===== src/rtl/ctrl_pkg.sv =====
// Shared constants for the control_unit sequencer: opcodes, datapath
// register-write codes, ALU selects and FSM state encoding.
// Latency: n/a (constants only). Backpressure: n/a.
package ctrl_pkg;

  // Instruction opcodes, instr[3:2]
  localparam logic [1:0] OP_LDA  = 2'b00;
  localparam logic [1:0] OP_LDB  = 2'b01;
  localparam logic [1:0] OP_ALU  = 2'b10;
  localparam logic [1:0] OP_MISC = 2'b11;

  // Arguments of the MISC opcode, instr[1:0]
  localparam logic [1:0] ARG_OUT = 2'b00;
  localparam logic [1:0] ARG_SKC = 2'b01;

  // Datapath register-write address codes
  localparam logic [1:0] RA_A    = 2'd0;
  localparam logic [1:0] RA_B    = 2'd1;
  localparam logic [1:0] RA_O    = 2'd2;
  localparam logic [1:0] RA_NONE = 2'd3;

  // ALU operation select
  localparam logic ALU_ADD = 1'b0;
  localparam logic ALU_SUB = 1'b1;

  // FSM state encoding
  localparam logic [2:0] IDLE     = 3'd0;
  localparam logic [2:0] WAIT_IN  = 3'd1;
  localparam logic [2:0] EXEC     = 3'd2;
  localparam logic [2:0] CARRY    = 3'd3;
  localparam logic [2:0] OUT_LOAD = 3'd4;
  localparam logic [2:0] OUT_HOLD = 3'd5;

endpackage


===== src/rtl/ctrl_decoder.sv =====
// Purpose: decode a 4-bit instruction into the FSM state it starts in,
//   its datapath write destination and its ALU select.
// Latency: purely combinational. Backpressure: none (pure function of i_instr).
// Ports:
//   i_instr      {op[1:0], arg[1:0]}
//   o_next_state state entered when the instruction is accepted (IDLE = no-op)
//   o_dest       register-write code used by the instruction
//   o_alu_sel    ALU operation (ALU instructions only, else add)
module ctrl_decoder
  import ctrl_pkg::*;
(
  input  logic [3:0] i_instr,
  output logic [2:0] o_next_state,
  output logic [1:0] o_dest,
  output logic       o_alu_sel
);

  always_comb begin
    o_next_state = IDLE;
    o_dest       = RA_NONE;
    o_alu_sel    = ALU_ADD;
    case (i_instr[3:2])
      OP_LDA: begin
        o_next_state = WAIT_IN;
        o_dest       = RA_A;
      end
      OP_LDB: begin
        o_next_state = WAIT_IN;
        o_dest       = RA_B;
      end
      OP_ALU: begin
        o_next_state = EXEC;
        o_dest       = i_instr[1] ? RA_B : RA_A;
        o_alu_sel    = i_instr[0];
      end
      default: begin
        // MISC: only OUT starts a sequence; every other argument is a no-op here
        if (i_instr[1:0] == ARG_OUT) begin
          o_next_state = OUT_LOAD;
          o_dest       = RA_O;
        end
      end
    endcase
  end

endmodule


===== src/rtl/control_unit.sv =====
// Purpose: sequencer expanding 4-bit instructions into datapath control
//   (reg_addr, s_reg, s), handshaking operands and results, capturing carry.
// Latency: ALU 3 cycles accept->IDLE, LDA/LDB 1 + operand wait, OUT 2 + result wait.
// Backpressure: instr_ready only in IDLE; stalls in WAIT_IN on in_valid, OUT_HOLD on out_ready.
// Ports:
//   clk, rst                 clock, synchronous active-high reset
//   instr/instr_valid/instr_ready   instruction handshake
//   in_valid/in_ready        external operand handshake
//   cout                     registered datapath carry
//   reg_addr, s_reg, s       datapath control outputs
//   out_valid/out_ready      O-register result handshake
//   carry_flag, busy, timeout status
// Optional: define CTRL_SKIP_CARRY_EN to add SKC (op 11, arg 01): skip the
//   next accepted instruction when carry_flag is set.
module control_unit
  import ctrl_pkg::*;
#(
  parameter int TIMEOUT_CYCLES = 0,
  parameter int TO_W           = 8
) (
  input  logic       clk,
  input  logic       rst,
  input  logic [3:0] instr,
  input  logic       instr_valid,
  output logic       instr_ready,
  input  logic       in_valid,
  output logic       in_ready,
  input  logic       cout,
  output logic [1:0] reg_addr,
  output logic       s_reg,
  output logic       s,
  output logic       out_valid,
  input  logic       out_ready,
  output logic       carry_flag,
  output logic       busy,
  output logic       timeout
);

  localparam logic [TO_W-1:0] TO_LIMIT = TO_W'(TIMEOUT_CYCLES);

  logic [2:0]      r_state;
  logic [1:0]      r_dest;
  logic            r_alu_s;
  logic [TO_W-1:0] r_cnt;
  logic            r_out_valid;
  logic            r_carry;
  logic            r_timeout;

  logic [2:0]      w_next_state;
  logic [1:0]      w_dest;
  logic            w_alu_sel;
  logic            w_discard;
  logic            w_at_limit;

  ctrl_decoder u_dec (
    .i_instr      (instr),
    .o_next_state (w_next_state),
    .o_dest       (w_dest),
    .o_alu_sel    (w_alu_sel)
  );

  assign w_at_limit = (TIMEOUT_CYCLES != 0) && (r_cnt == TO_LIMIT);

`ifdef CTRL_SKIP_CARRY_EN
  logic r_skip;
  logic w_is_skc;

  assign w_is_skc  = (instr == {OP_MISC, ARG_SKC});
  assign w_discard = r_skip;

  // Any accepted instruction consumes a pending skip; SKC arms it only on carry.
  always_ff @(posedge clk) begin
    if (rst) begin
      r_skip <= 1'b0;
    end else if (r_state == IDLE && instr_valid) begin
      r_skip <= r_skip ? 1'b0 : (w_is_skc && r_carry);
    end
  end
`else
  assign w_discard = 1'b0;
`endif

  // Control outputs are forced idle while rst is high so no write is issued
  // in the reset cycle, whatever state is being abandoned.
  always_comb begin
    reg_addr    = RA_NONE;
    s_reg       = 1'b0;
    s           = ALU_ADD;
    in_ready    = 1'b0;
    instr_ready = 1'b0;
    if (!rst) begin
      case (r_state)
        IDLE:     instr_ready = 1'b1;
        WAIT_IN: begin
          in_ready = 1'b1;
          s_reg    = 1'b1;
          if (in_valid) reg_addr = r_dest;
        end
        EXEC: begin
          reg_addr = r_dest;
          s        = r_alu_s;
        end
        CARRY:    s        = r_alu_s;
        OUT_LOAD: reg_addr = RA_O;
        default:  ;
      endcase
    end
  end

  always_ff @(posedge clk) begin
    if (rst) begin
      r_state     <= IDLE;
      r_dest      <= 2'd0;
      r_alu_s     <= 1'b0;
      r_cnt       <= '0;
      r_out_valid <= 1'b0;
      r_carry     <= 1'b0;
      r_timeout   <= 1'b0;
    end else begin
      r_timeout <= 1'b0;
      case (r_state)
        IDLE: begin
          if (instr_valid && !w_discard) begin
            r_state <= w_next_state;
            r_dest  <= w_dest;
            r_alu_s <= w_alu_sel;
            r_cnt   <= '0;
          end
        end
        WAIT_IN: begin
          if (in_valid) begin
            r_state <= IDLE;
          end else if (w_at_limit) begin
            r_timeout <= 1'b1;
            r_state   <= IDLE;
          end else if (TIMEOUT_CYCLES != 0) begin
            r_cnt <= r_cnt + TO_W'(1);
          end
        end
        EXEC:  r_state <= CARRY;
        CARRY: begin
          r_carry <= cout;
          r_state <= IDLE;
        end
        OUT_LOAD: begin
          r_out_valid <= 1'b1;
          r_state     <= OUT_HOLD;
        end
        OUT_HOLD: begin
          if (out_ready) begin
            r_out_valid <= 1'b0;
            r_state     <= IDLE;
          end
        end
        default: r_state <= IDLE;
      endcase
    end
  end

  assign out_valid  = r_out_valid;
  assign carry_flag = r_carry;
  assign timeout    = r_timeout;
  assign busy       = (r_state != IDLE);

endmodule

===== config.mk =====
export PLATFORM = sky130hd
export DESIGN_NAME = control_unit
export DESIGN_NICKNAME = d
export VERILOG_FILES = /design/src/rtl/ctrl_pkg.sv /design/src/rtl/ctrl_decoder.sv /design/src/rtl/control_unit.sv
export SDC_FILE = /design/constraint.sdc
export NUM_CORES = 1
export LEC_CHECK = 0
export ABC_AREA = 0
export BUFFER_PORTS_ARGS = -buffer_cell sky130_fd_sc_hd__buf_4
export CORE_AREA = 2 2 39 41
export CTS_CLUSTER_DIAMETER = 100
export DETAILED_ROUTE_END_ITERATION = 12
export DIE_AREA = 0 0 41 43
export PLACE_DENSITY_LB_ADDON = 0.12
export SETUP_SLACK_MARGIN = 0.1
export SLEW_MARGIN = 20
export SYNTH_ARGS = -nofsm -noshare
export SYNTH_HDL_FRONTEND = slang
export SYNTH_SLANG_ARGS = --single-unit

===== constraint.sdc =====
create_clock -name clk -period 1.8 [get_ports clk]
set_clock_uncertainty 0.15 [all_clocks]
set_input_delay 0.36 -clock clk [delete_from_list [all_inputs] [get_ports clk]]
set_output_delay 0.36 -clock clk [all_outputs]
set_load 0.02 [all_outputs]

# Yosys cells after proc, flatten, opt, wreduce, memory -nomap -nowiden

Index checks and enable logic that the tools add are counted.

Bits in registers: 8
Input bits: 10
Output and inout bits: 10
Word-level logic and storage cells: 46

Eq/ne operators: 10
Multiplexer cells: 21
Reduce and logical (&&, ||, !) cells: 10

Operator list:

| cell               | count |
|---|---|
| $pmux 3 s5         | 1 |
| $mux 3             | 4 |
| $pmux 2 s3         | 2 |
| $mux 1             | 10 |
| $eq 3x2->1 const B | 2 |
| $eq 3x3->1 const B | 2 |
| $ne 2x2->1 const B | 3 |
| $pmux 3 s2         | 1 |
| $logic_not 2->1    | 2 |
| $mux 2             | 2 |
| $reduce_and 2->1   | 2 |
| $reduce_or 2->1    | 2 |
| $eq 3x1->1 const B | 1 |
| $logic_not 3->1    | 1 |
| $reduce_and 3->1   | 1 |
| $reduce_bool 3->1  | 1 |
| $eq 2x1->1 const B | 1 |
| $eq 2x2->1 const B | 1 |
| $pmux 1 s2         | 1 |
| $reduce_bool 2->1  | 1 |

# Depth between registers and ports, before layout

Gate-level depths: netlist of the first run.

Depth in word-level cells: 5
Mapped depth: 4
Depth with buffers taken out: 3

# Cells and area by module

Synthesis of the first run repeated with hierarchy kept, for this count alone.

Cell total of the unflattened synthesis: 68
Area, all modules: 538.0 sq um

By module, submodules not included:

| module       | instances | cells each | area each (sq um) |
|---|---|---|---|
| control_unit | 1         | 61         | 486.7 |
| ctrl_decoder | 1         | 7          | 51.3 |

# Least setup slack after synthesis of the first run

OpenSTA, ideal clock, no wires.

Kind: reg-to-output
Start point: reg r_state[1]
End point: out s_reg
Arrival time: 1,685 ps
Data required time: 1,290 ps
Path slack: -395 ps
Cell stages (with the launch flop): 4
Buffers on the path: 2
Path through: dfxtp_1 -> buf_4 -> nor4b_1 -> buf_4

Cells in the longest elaborated chain, start to end: 3

RTL lines:

| element                  | line                | RTL |
|---|---|---|
| start: declaration       | control_unit.sv:41  | `logic [2:0] r_state;` |
| start signal: assignment | control_unit.sv:124 | `r_state <= w_next_state;` |
| $eq 3x1->1               | -                   |  |
| $mux 1 (2 in a row)      | -                   |  |
| end: declaration         | control_unit.sv:30  | `output logic s_reg,` |

Every way passes these cells.

# Worst setup path in the final report of the first run

Start point: reg r_state[1]
End point: out reg_addr[0]

Cells in the longest elaborated chain, start to end: 3

RTL lines:

| element                            | line               | RTL |
|---|---|---|
| $eq 3x3->1 (tied with other cells) | control_unit.sv:92 | `case (r_state)` |
| $pmux 2 s3 (*)                     | control_unit.sv:92 |  |
| $mux 2 (*)                         | control_unit.sv:91 | `if (!rst) begin` |
| end: declaration                   | control_unit.sv:29 | `output logic [1:0] reg_addr,` |

Every way passes the cells marked *; elsewhere a longest branch is shown, timed or not.

==> results of run 1 <==
[metrics by stage]
step                      setup slack [ns]  TNS [ns]  cell area [um^2]  utilization [%]
after floorplan                    -0.0554   -0.0554               558                -
after global placement               0.171         0               713             51.5
after detailed placement             0.145         0               713             51.5
after CTS                           0.0816         0               785             56.7
after global routing                0.0388         0               803             58.0
final                               0.0935         0               803             58.0
[state kept, by name (all words and copies together), names as in the netlist]
register    count
r_alu_s         1
r_dest          2
out_valid       1
carry_flag      1
r_state         3
[per-layer routing]
layer,vias up,GRT usage [%]
li1,274,-
met1,251,22.7
met2,20,26.9
met3,2,4.71
met4,0,8.00
met5,-,0
[worst max path at each step]
stage	startpoint	to	slack [ns]	cells after the start
floorplan	r_state[1]$_SDFFE_PP0P_	s_reg	-0.06	3
global placement	r_state[0]$_SDFFE_PP0P_	reg_addr[0]	0.17	4
detailed placement	r_state[0]$_SDFFE_PP0P_	reg_addr[0]	0.15	4
CTS	r_state[0]$_SDFFE_PP0P_	reg_addr[0]	0.08	4
global route	r_state[1]$_SDFFE_PP0P_	reg_addr[0]	0.04	4
finish	r_state[1]$_SDFFE_PP0P_	reg_addr[0]	0.09	4
[power by group through the flow]
stage               logic (uW)  registers (uW)  clock network (uW)
floorplan                 93.3             198                   0
global placement           136             205                   0
detailed placement         137             205                   0
CTS                        150             202                 148
global route               172             201                 155
finish                     160             199                 146
[placed cells by master (no fill, tap or decap)]
master / Yosys / final
dfxtp_1: 8 / 5
nor4b_4: 1 / 2
nand3b_1: 3 / 3
buf_4: 4 / 26
a2111oi_2: 1 / 1
o31ai_2: 1 / 1
o21ai_0: 1 / 1
nor2b_1: 1 / 1
nand4_1: 1 / 1
nor2_1: 7 / 7
nand2b_1: 2 / 2
nor3_1: 1 / 1
dfxtp_4: 0 / 3
a22oi_1: 1 / 1
inv_1: 3 / 3
nor3b_1: 1 / 1
clkbuf_4: 0 / 3
nor3b_2: 1 / 1
nor4bb_2: 0 / 1
a41oi_1: 1 / 1
nor3_4: 0 / 1
mux2_4: 1 / 1
o31a_1: 1 / 1
a311oi_1: 1 / 1
conb_1: 1 / 1
mux2i_1: 1 / 1
a21oi_1: 6 / 5
buf_6: 1 / 2
nand4bb_1: 1 / 1
o221a_1: 1 / 1
nand2_1: 4 / 4
or4b_1: 1 / 1
nand3_1: 1 / 1
a21oi_2: 0 / 1
[timing repair]
item	CTS	global route
pin swaps	2	0
setup buffers	2	2
resized for setup	10	1
endpoints found under the setup margin	7	6
gates cloned	0	0
[kinds of logic (layout without fill, tap and decap cells)]
logic type      after synthesis  count (layout)
simple gates                 28              28
compound gates               14              14
buf+inv                       9              34
flops                         8               8
mux                           2               2
other cells                   1               1
[synthesized netlist by cell type]
cell / instances
nor3_2: 1
nor4b_1: 1
mux2i_1: 1
o31ai_2: 1
nand3b_1: 3
nor2_1: 7
nand3_1: 1
mux2_4: 1
buf_4: 4
conb_1: 1
a22oi_1: 1
o21ai_0: 1
a21oi_1: 6
inv_1: 3
nand4bb_1: 1
nor3_1: 1
or4b_1: 1
dfxtp_1: 8
buf_6: 1
clkbuf_1: 1
nor3b_1: 1
nor3b_2: 1
nor2b_1: 1
nand2b_1: 2
a311oi_1: 1
a2111oi_2: 1
o221a_1: 1
nand4_1: 1
nand2_1: 4
a41oi_1: 1
o31a_1: 1
nor4bb_1: 1
nor4b_4: 1
[worst max-delay path, delay by kind of cell (launching register included)]
| family | cells | cell delay, ns |
|---|---|---|
| AND/OR/NAND/NOR | 1 | 0.18 |
| AO/OA/AOI/OAI | 2 | 0.22 |
| flip-flops | 1 | 0.38 |
| buffers and inverters | 1 | 0.16 |
[layout make-up]
class	count	area, um^2	area share (%)
multi-input combinational	45	360	44.9
tap	16	20.0	2.49
sequential	8	171	21.3
inverter	3	11.3	1.40
clock buffer	3	22.5	2.80
timing repair buffer	28	218	27.1
==> qor.yml, run 1 <==
r2r_slack_ns: 0.27
slew_violations: 0
crit_slowest_cell: "dfxtp_4"
met1_length_um: 612
period_share_pct: 94.8
start_util_pct: 39.4
drc: 0
rsz0062_at_grt: "true"
grt_pass1_wl_um: 2110
synth_fa_ha_area_share_pct: 0
antenna_left: 0
synth_xor_area_share_pct: 0
powerDensity_nw_per_um2: 630
p_comb_share_pct: 31.7
hold_depth: 3
cts_root_buffer: "clkbuf_4"
p_leak_uw: 0.000347
worst_hold_slack_ns: 0.195
dp.cells: 96
cts_made_buffers: 3
yosysWarnings: 0
io_pins: 20
die_area_um2: 1760
crit_chain: "nand3b_1 -> a21oi_2 -> a22oi_1 -> buf_4"
ys_types: 33
fmax_mhz: 586
coreArea_um2: 1380
wl_um: 1350
fill_cells: 126
viasPerCell: 5.31
synth.avg_cell_area_um2: 8.80
clockPowerShare_pct: 28.9
min_from: "cout"
num-nets-final: 99
gp_congestion: 0.770
critPathCaptureType: "output port"
grt_use_total_pct: 17.8
synth_top_family_by_area: "simple AND/OR/NAND/NOR gates"
synth.mux.area_fraction_pct: 4.59
final_layout_size_suffix_gt1_share_pct: 49.4
synth_compound_area_share_pct: 19.7
row_count: 14
setup_viol: 0
r2r_cells: 4
port_buffers: 18
htree_levels: 1
clock_latency_ns: 0.26
r2r-end: "r_state[0]$_SDFFE_PP0P_"
status: "completed"
synth-simple-area-share_pct: 35.3
intPower_uw: 347
synth_nets: 72
hpwlAfterDp_um: 1020
cap_viol_max_count: 0
hold_violations: 0
wl_per_cell_um: 13.1
cts_tree: "built"
wl_met2_um: 617
netlist_area_um2: 546
drtIter0Drc: 16
routed.top_layer: "met4"
setup.worst_path.start_class: "flop"
switching_share_pct: 31.5
cts.hold.buffers_added: 0
synth_top_area_share_pct: 29.4
slowest_delay_ns: 0.38
regToRegStartpoint: "r_state[0]$_SDFFE_PP0P_"
hold_class: "primary input to flop"
crit_type: "flop to output port"
die_y_um: 43
grt_pass1_vias: 499
finalPower_uw: 506
ir_drop_mv: 0.440
drt-pass1-iter-count: 4
p_seq_share_pct: 39.4
antenna_found_initial: 0
vias: 547
overflow: 0
min_period_ns: 1.71
worstPathRequired_ns: 1.29
antennaDiodeCount: 0
p_sw_uw: 159
synthCells: 62
clkSinkCount: 8
synth_area_leaders: "dfxtp_1 29%, a21oi_1 5.5%, buf_4 5.5%"
clock_path_buffers: 2
ys_seq_area_share_pct: 29.4
cp_max_fo: 8
fin_cells: 103
arrival_ns: 1.20
grt_max_degree: 14
hold-path-endpoint: "carry_flag$_SDFFE_PP0N_"
clk_pin_slew_ns: 0.05
wl_met3_um: 97
die_w_um: 41
yosys.area.top_type: "dfxtp_1"
yosys_register_bits: 8
area_delta_synth_final_pct: 47.2
Note: power is estimated with default switching activity, not from simulation.
==> run 2: changes to the inputs <==
Settings changed: REMOVE_ABC_BUFFERS set to 1, SLEW_MARGIN 20 to unset.
==> run 2 against run 1 <==
  * Via count fell by 0.18%
  * Hold slack lost 0.013 ns
  * Sequential share of layout area fell by 0.25 points
  * Wire length rose by 0.30%
  * Critical endpoint is now instr_ready
  * Critical path depth is 1 higher
==> qor.yml, run 2 (same netlist as run 1, synthesis figures left out) <==
crit_chain: "buf_6 -> nor3_4 -> inv_2 -> nor2_1 -> buf_4"
wl_um: 1350  # +0.30%
die_w_um: 41  # unchanged
die_area_um2: 1760  # unchanged
start_util_pct: 39.4  # unchanged
setup_ws_ns: 0.0684  # -0.0252 ns
drc: 0  # unchanged
setup_viol: 0  # unchanged
cts_root_buffer: "clkbuf_4"
hold_class: "primary input to flop"
grt_use_total_pct: 19.7  # +1.9 points
ir_drop_mv: 0.402  # -8.6%
cp_max_fo: 7  # -1
status: "completed"
grt_pass1_wl_um: 2330  # +10%
gp_congestion: 0.818  # +6.2%
hold_violations: 0  # unchanged
overflow: 0  # unchanged
clock_latency_ns: 0.26  # about the same
wl_per_cell_um: 12.8  # -1.6%
cts_made_buffers: 3  # unchanged
row_count: 14  # unchanged
p_leak_uw: 0.000352  # +1.6%
top_regs: "r_state x3, r_dest x2"
cap_viol_max_count: 0  # unchanged
crit_slowest_cell: "dfxtp_4"
io_pins: 20  # unchanged
clk_pin_slew_ns: 0.06  # about the same
final_cell_mix: "28 x buf_4, 7 x nor2_1, 5 x a21oi_1, 5 x dfxtp_1, 4 x nand2_1"
cts_tree: "built"
drt-pass1-iter-count: 4  # unchanged
place_area_um2: 686  # -3.9%
clock_path_buffers: 2  # unchanged
arrival_ns: 1.22  # +0.02 ns
antennaDiodeCount: 0  # unchanged
rsz0062_at_grt: "true"
largest_register_ffs: 3  # unchanged
fin_area_um2: 801  # -0.31%
coreArea_um2: 1380  # unchanged
drtIter0Drc: 9  # -7
antenna_left: 0  # unchanged
antenna_found_initial: 0  # unchanged
hpwlAfterDp_um: 950  # -7.0%
final_layout_size_suffix_gt1_share_pct: 50.6  # +1.1 points
worstPathRequired_ns: 1.29  # about the same
crit_type: "flop to output port"
vias: 546  # -0.18%
clkSinkCount: 8  # unchanged
slowest_delay_ns: 0.37  # about the same
largest-register: "r_state"
die_y_um: 43  # unchanged
num-nets-final: 101  # +2.0%
pre_cts_slack_ns: 0.182  # +0.0368 ns
critPathCaptureType: "output port"
slew_violations: 0  # unchanged
fill_cells: 137  # +8.7%
period_share_pct: 96.2  # +1.4 points
min_period_ns: 1.73  # +0.0252 ns
mostFrequentLayoutCell: "buf_4"
fmax_mhz: 577  # -1.5%
grt_max_degree: 14  # unchanged
htree_levels: 1  # unchanged
port_buffers: 18  # unchanged
grt_pass1_vias: 537  # +7.6%
setup.worst_path.start_class: "flop"
area_delta_synth_final_pct: 46.8
powerDensity_nw_per_um2: 650  # +3.2%
viasPerCell: 5.20  # -2.1%
run 2: cell types whose count changed in the layout (fill, tap and decap cells not counted), sizes merged:
cell	previous run	this run
buf	28	30
run 2: metal layers:
metal  part of all wire [%]  track usage, %  vias to the layer above
met5                      0               0                        -
met3                    5.2            7.85                        2
met4                   0.89            6.00                        0
li1                       -               -                      278
met2                     48            28.7                       15
met1                     45            26.0                      251
run 2: metrics by stage:
stage | cells | hold slack (ns) | total power [uW] | TNS (ns) | utilization [%]
after floorplan | 56 | 0.271 | 277 | -1.40 | -
final | 105 | 0.182 | 521 | 0 | 57.9
after CTS | 104 | 0.185 | 517 | 0 | 57.1
after global placement | 94 | 0.292 | 338 | 0 | 49.5
after global routing | 105 | 0.216 | 549 | -0.00572 | 57.9
after detailed placement | 94 | 0.296 | 338 | 0 | 49.5
run 2: where the power goes:
group	switching, uW	total, uW	internal [uW]
Combinational	79.9	175	95.0
Clock	71.4	148	77.0
Sequential	11.5	197	186
run 2: final cells by class:
| class | count | area, um^2 | area share (%) |
|---|---|---|---|
| clock buffers | 3 | 22.5 | 2.81 |
| repair buffers | 30 | 233 | 29.1 |
| well taps | 16 | 20.0 | 2.50 |
| flip-flops and latches | 8 | 169 | 21.1 |
| inverters | 3 | 11.3 | 1.41 |
| multi-input cells | 45 | 345 | 43.1 |
run 2: final timing paths:
path,from,to,slack (ns),cells past startpoint
setup / recovery,r_state[0]$_SDFFE_PP0P_,instr_ready,0.07,5
setup reg to reg,r_state[0]$_SDFFE_PP0P_,r_dest[1]$_SDFFE_PP0P_,0.25,5
hold / removal,cout,carry_flag$_SDFFE_PP0N_,0.18,3
hold reg to reg,r_alu_s$_SDFFE_PP0P_,r_alu_s$_SDFFE_PP0P_,0.30,2
run 2: worst max-delay path, delay by kind of cell (launching register included):
kind / cells / cell delay [ns]
buf+inv: 3 / 0.32
flops: 1 / 0.37
simple gates: 2 / 0.27
run 2: what timing repair did:
item / CTS / global route
pin swaps: 2 / 0
endpoints found under the setup margin: 7 / 7
setup buffers: 7 / 1
gates cloned: 0 / 0
hold buffers: 0 / 0
gates resized for setup: 10 / 1
==> run 3: changes to the inputs <==
==> constraint.sdc (replaced) <==
create_clock -name clk -period 1.8 [get_ports clk]
set_clock_uncertainty 0.15 [all_clocks]
set_input_delay 0.18 -clock clk [delete_from_list [all_inputs] [get_ports clk]]
set_output_delay 0.18 -clock clk [all_outputs]
set_load 0.02 [all_outputs]
==> run 3 against run 2 <==
  * Critical path depth fell by 1
  * Wire length fell by 7.1%
  * Final cell count fell by 8.6%
  * Flip-flop and latch count did not move
  * Maximum frequency rose by 6.9%
  * Sequential power rose by 2%
  * Global-route usage fell by 0.50 points
  * Clock power fell by 5%
  * Total power fell by 7.4%
  * Via count fell by 4.9%
  * Register-to-register slack improved by 0.10 ns
  * Largest cell class unchanged
  * Largest power group unchanged
==> qor.yml, run 3 (same netlist as run 1, synthesis figures left out) <==
clk_pin_slew_ns: 0.05  # about the same
min_from: "cout"
grt_pass1_wl_um: 2170  # -7.1%
drc: 0  # unchanged
fin_tns_setup_ns: 0  # unchanged
clkSinkCount: 8  # unchanged
min_period_ns: 1.62  # -0.112 ns
worst_hold_slack_ns: 0.0145  # -0.167 ns
p_leak_uw: 0.000302  # -14%
regToRegStartpoint: "r_state[2]$_SDFFE_PP0P_"
cap_viol_max_count: 0  # unchanged
viasPerCell: 5.41  # +4.0%
rsz0062_at_grt: "true"
antennaDiodeCount: 0  # unchanged
mostFrequentLayoutCell: "buf_4"
grt_pass1_vias: 471  # -12%
hold_depth: 3  # unchanged
largest_register_ffs: 3  # unchanged
top_regs: "r_state x3, r_dest x2"
start_util_pct: 39.4  # unchanged
arrival_ns: 1.29  # +0.07 ns
slew_violations: 0  # unchanged
hold_class: "primary input to flop"
hpwlAfterDp_um: 914  # -3.8%
final_cell_mix: "20 x buf_4, 7 x nor2_1, 6 x dfxtp_1"
coreArea_um2: 1380  # unchanged
overflow: 0  # unchanged
wl_um: 1250  # -7.1%
crit_top_cell: "buf_4"
r2r-end: "r_dest[1]$_SDFFE_PP0P_"
slowest_delay_ns: 0.38  # about the same
antenna_left: 0  # unchanged
r2r_cells: 4  # -1
cp_max_fo: 9  # +2
grt_use_total_pct: 19.2  # -0.50 points
die_w_um: 41  # unchanged
hold_violations: 0  # unchanged
worstPathRequired_ns: 1.47  # +0.18 ns
io_pins: 20  # unchanged
powerDensity_nw_per_um2: 657  # +1.0%
cts_tree: "built"
critPathCaptureType: "output port"
area_delta_synth_final_pct: 34.6
port_buffers: 18  # unchanged
cts_made_buffers: 3  # unchanged
cts_root_buffer: "clkbuf_4"
num-nets-final: 92  # -8.9%
postCtsSetupBuffers: 0  # -7
die_y_um: 43  # unchanged
hold-path-endpoint: "carry_flag$_SDFFE_PP0N_"
ir_drop_mv: 0.519  # +29%
largest-register: "r_state"
antenna_found_initial: 0  # unchanged
crit_type: "flop to output port"
drtIter0Drc: 9  # unchanged
r2r_slack_ns: 0.35  # +0.10 ns
final_layout_size_suffix_gt1_share_pct: 43.8  # -6.8 points
vias: 519  # -4.9%
htree_levels: 1  # unchanged
grt_max_degree: 15  # +1
row_count: 14  # unchanged
fmax_mhz: 617  # +6.9%
period_share_pct: 90.0  # -6.2 points
setup.worst_path.start_class: "flop"
final_util_pct: 53.1  # -4.8 points
cp_top_family: "flip-flops"
clock_latency_ns: 0.26  # about the same
wl_per_cell_um: 13.1  # +1.6%
crit_chain: "buf_4 -> nor3b_4 -> a22oi_1 -> buf_4"
gp_congestion: 0.789  # -3.5%
critical_path_buf_inv_count: 2  # -1
cts.hold.buffers_added: 0  # unchanged
drt-pass1-iter-count: 4  # unchanged
clock_path_buffers: 2  # unchanged
die_area_um2: 1760  # unchanged
status: "completed"
crit_slowest_cell: "dfxtp_4"
setup_viol: 0  # unchanged
[run 3: metrics by stage]
| step | instance area, um^2 | std cells | setup slack [ns] | total power (uW) |
|---|---|---|---|---|
| 6_report | 734 | 96 | 0.180 | 482 |
| 5_1_grt | 734 | 96 | 0.0971 | 518 |
| 4_1_cts | 709 | 96 | 0.128 | 484 |
| 3_5_place_dp | 678 | 93 | 0.267 | 337 |
| 3_3_place_gp | 678 | 93 | 0.286 | 337 |
| 2_1_floorplan | 500 | 56 | -0.475 | 277 |
[run 3: worst max path at each step]
| stage | from | end | slack [ns] | cells after the start |
|---|---|---|---|---|
| 2_1_floorplan | r_state[0]$_SDFFE_PP0P_ | in_ready | -0.47 | 1 |
| 3_3_place_gp | r_state[1]$_SDFFE_PP0P_ | reg_addr[0] | 0.29 | 4 |
| 3_5_place_dp | r_state[1]$_SDFFE_PP0P_ | reg_addr[0] | 0.27 | 4 |
| 4_1_cts | r_state[1]$_SDFFE_PP0P_ | reg_addr[0] | 0.13 | 4 |
| 5_1_grt | r_state[2]$_SDFFE_PP0P_ | instr_ready | 0.1 | 5 |
| 6_report | r_state[0]$_SDFFE_PP0P_ | reg_addr[0] | 0.18 | 4 |
[run 3: power breakdown]
group | internal, uW | switching [uW] | leakage (uW)
registers | 186 | 15.1 | 0.0000665
logic | 69.7 | 71.1 | 0.000221
clock network | 76.5 | 64.0 | 0.0000138
total | 332 | 150 | 0.000302
[run 3: metal layers]
metal  wire length, um  vias up  track usage [%]
li1                  -      263                -
met1               563      234             25.3
met2               578       17             25.0
met3                87        5             9.42
met4                23        0             10.0
met5                 0        -                0
[run 3: cell type report]
cell class                      count  area (um^2)
Clock buffer                        3         22.5
Inverter                            3         11.3
Timing Repair Buffer               21          161
Multi-Input combinational cell     45          352
Sequential cell                     8          168
Tap cell                           16         20.0
Fill cell                         138          649
[run 3: worst min-delay path: stages]
cell and delay (ns):
buf_4 0.08, mux2i_1 0.05, nor2_1 0.08
[run 3: what timing repair did]
item / in CTS / in global routing
setup endpoints to repair: 5 / 4
hold endpoints to repair: 0 / 0
resized for setup: 3 / 7
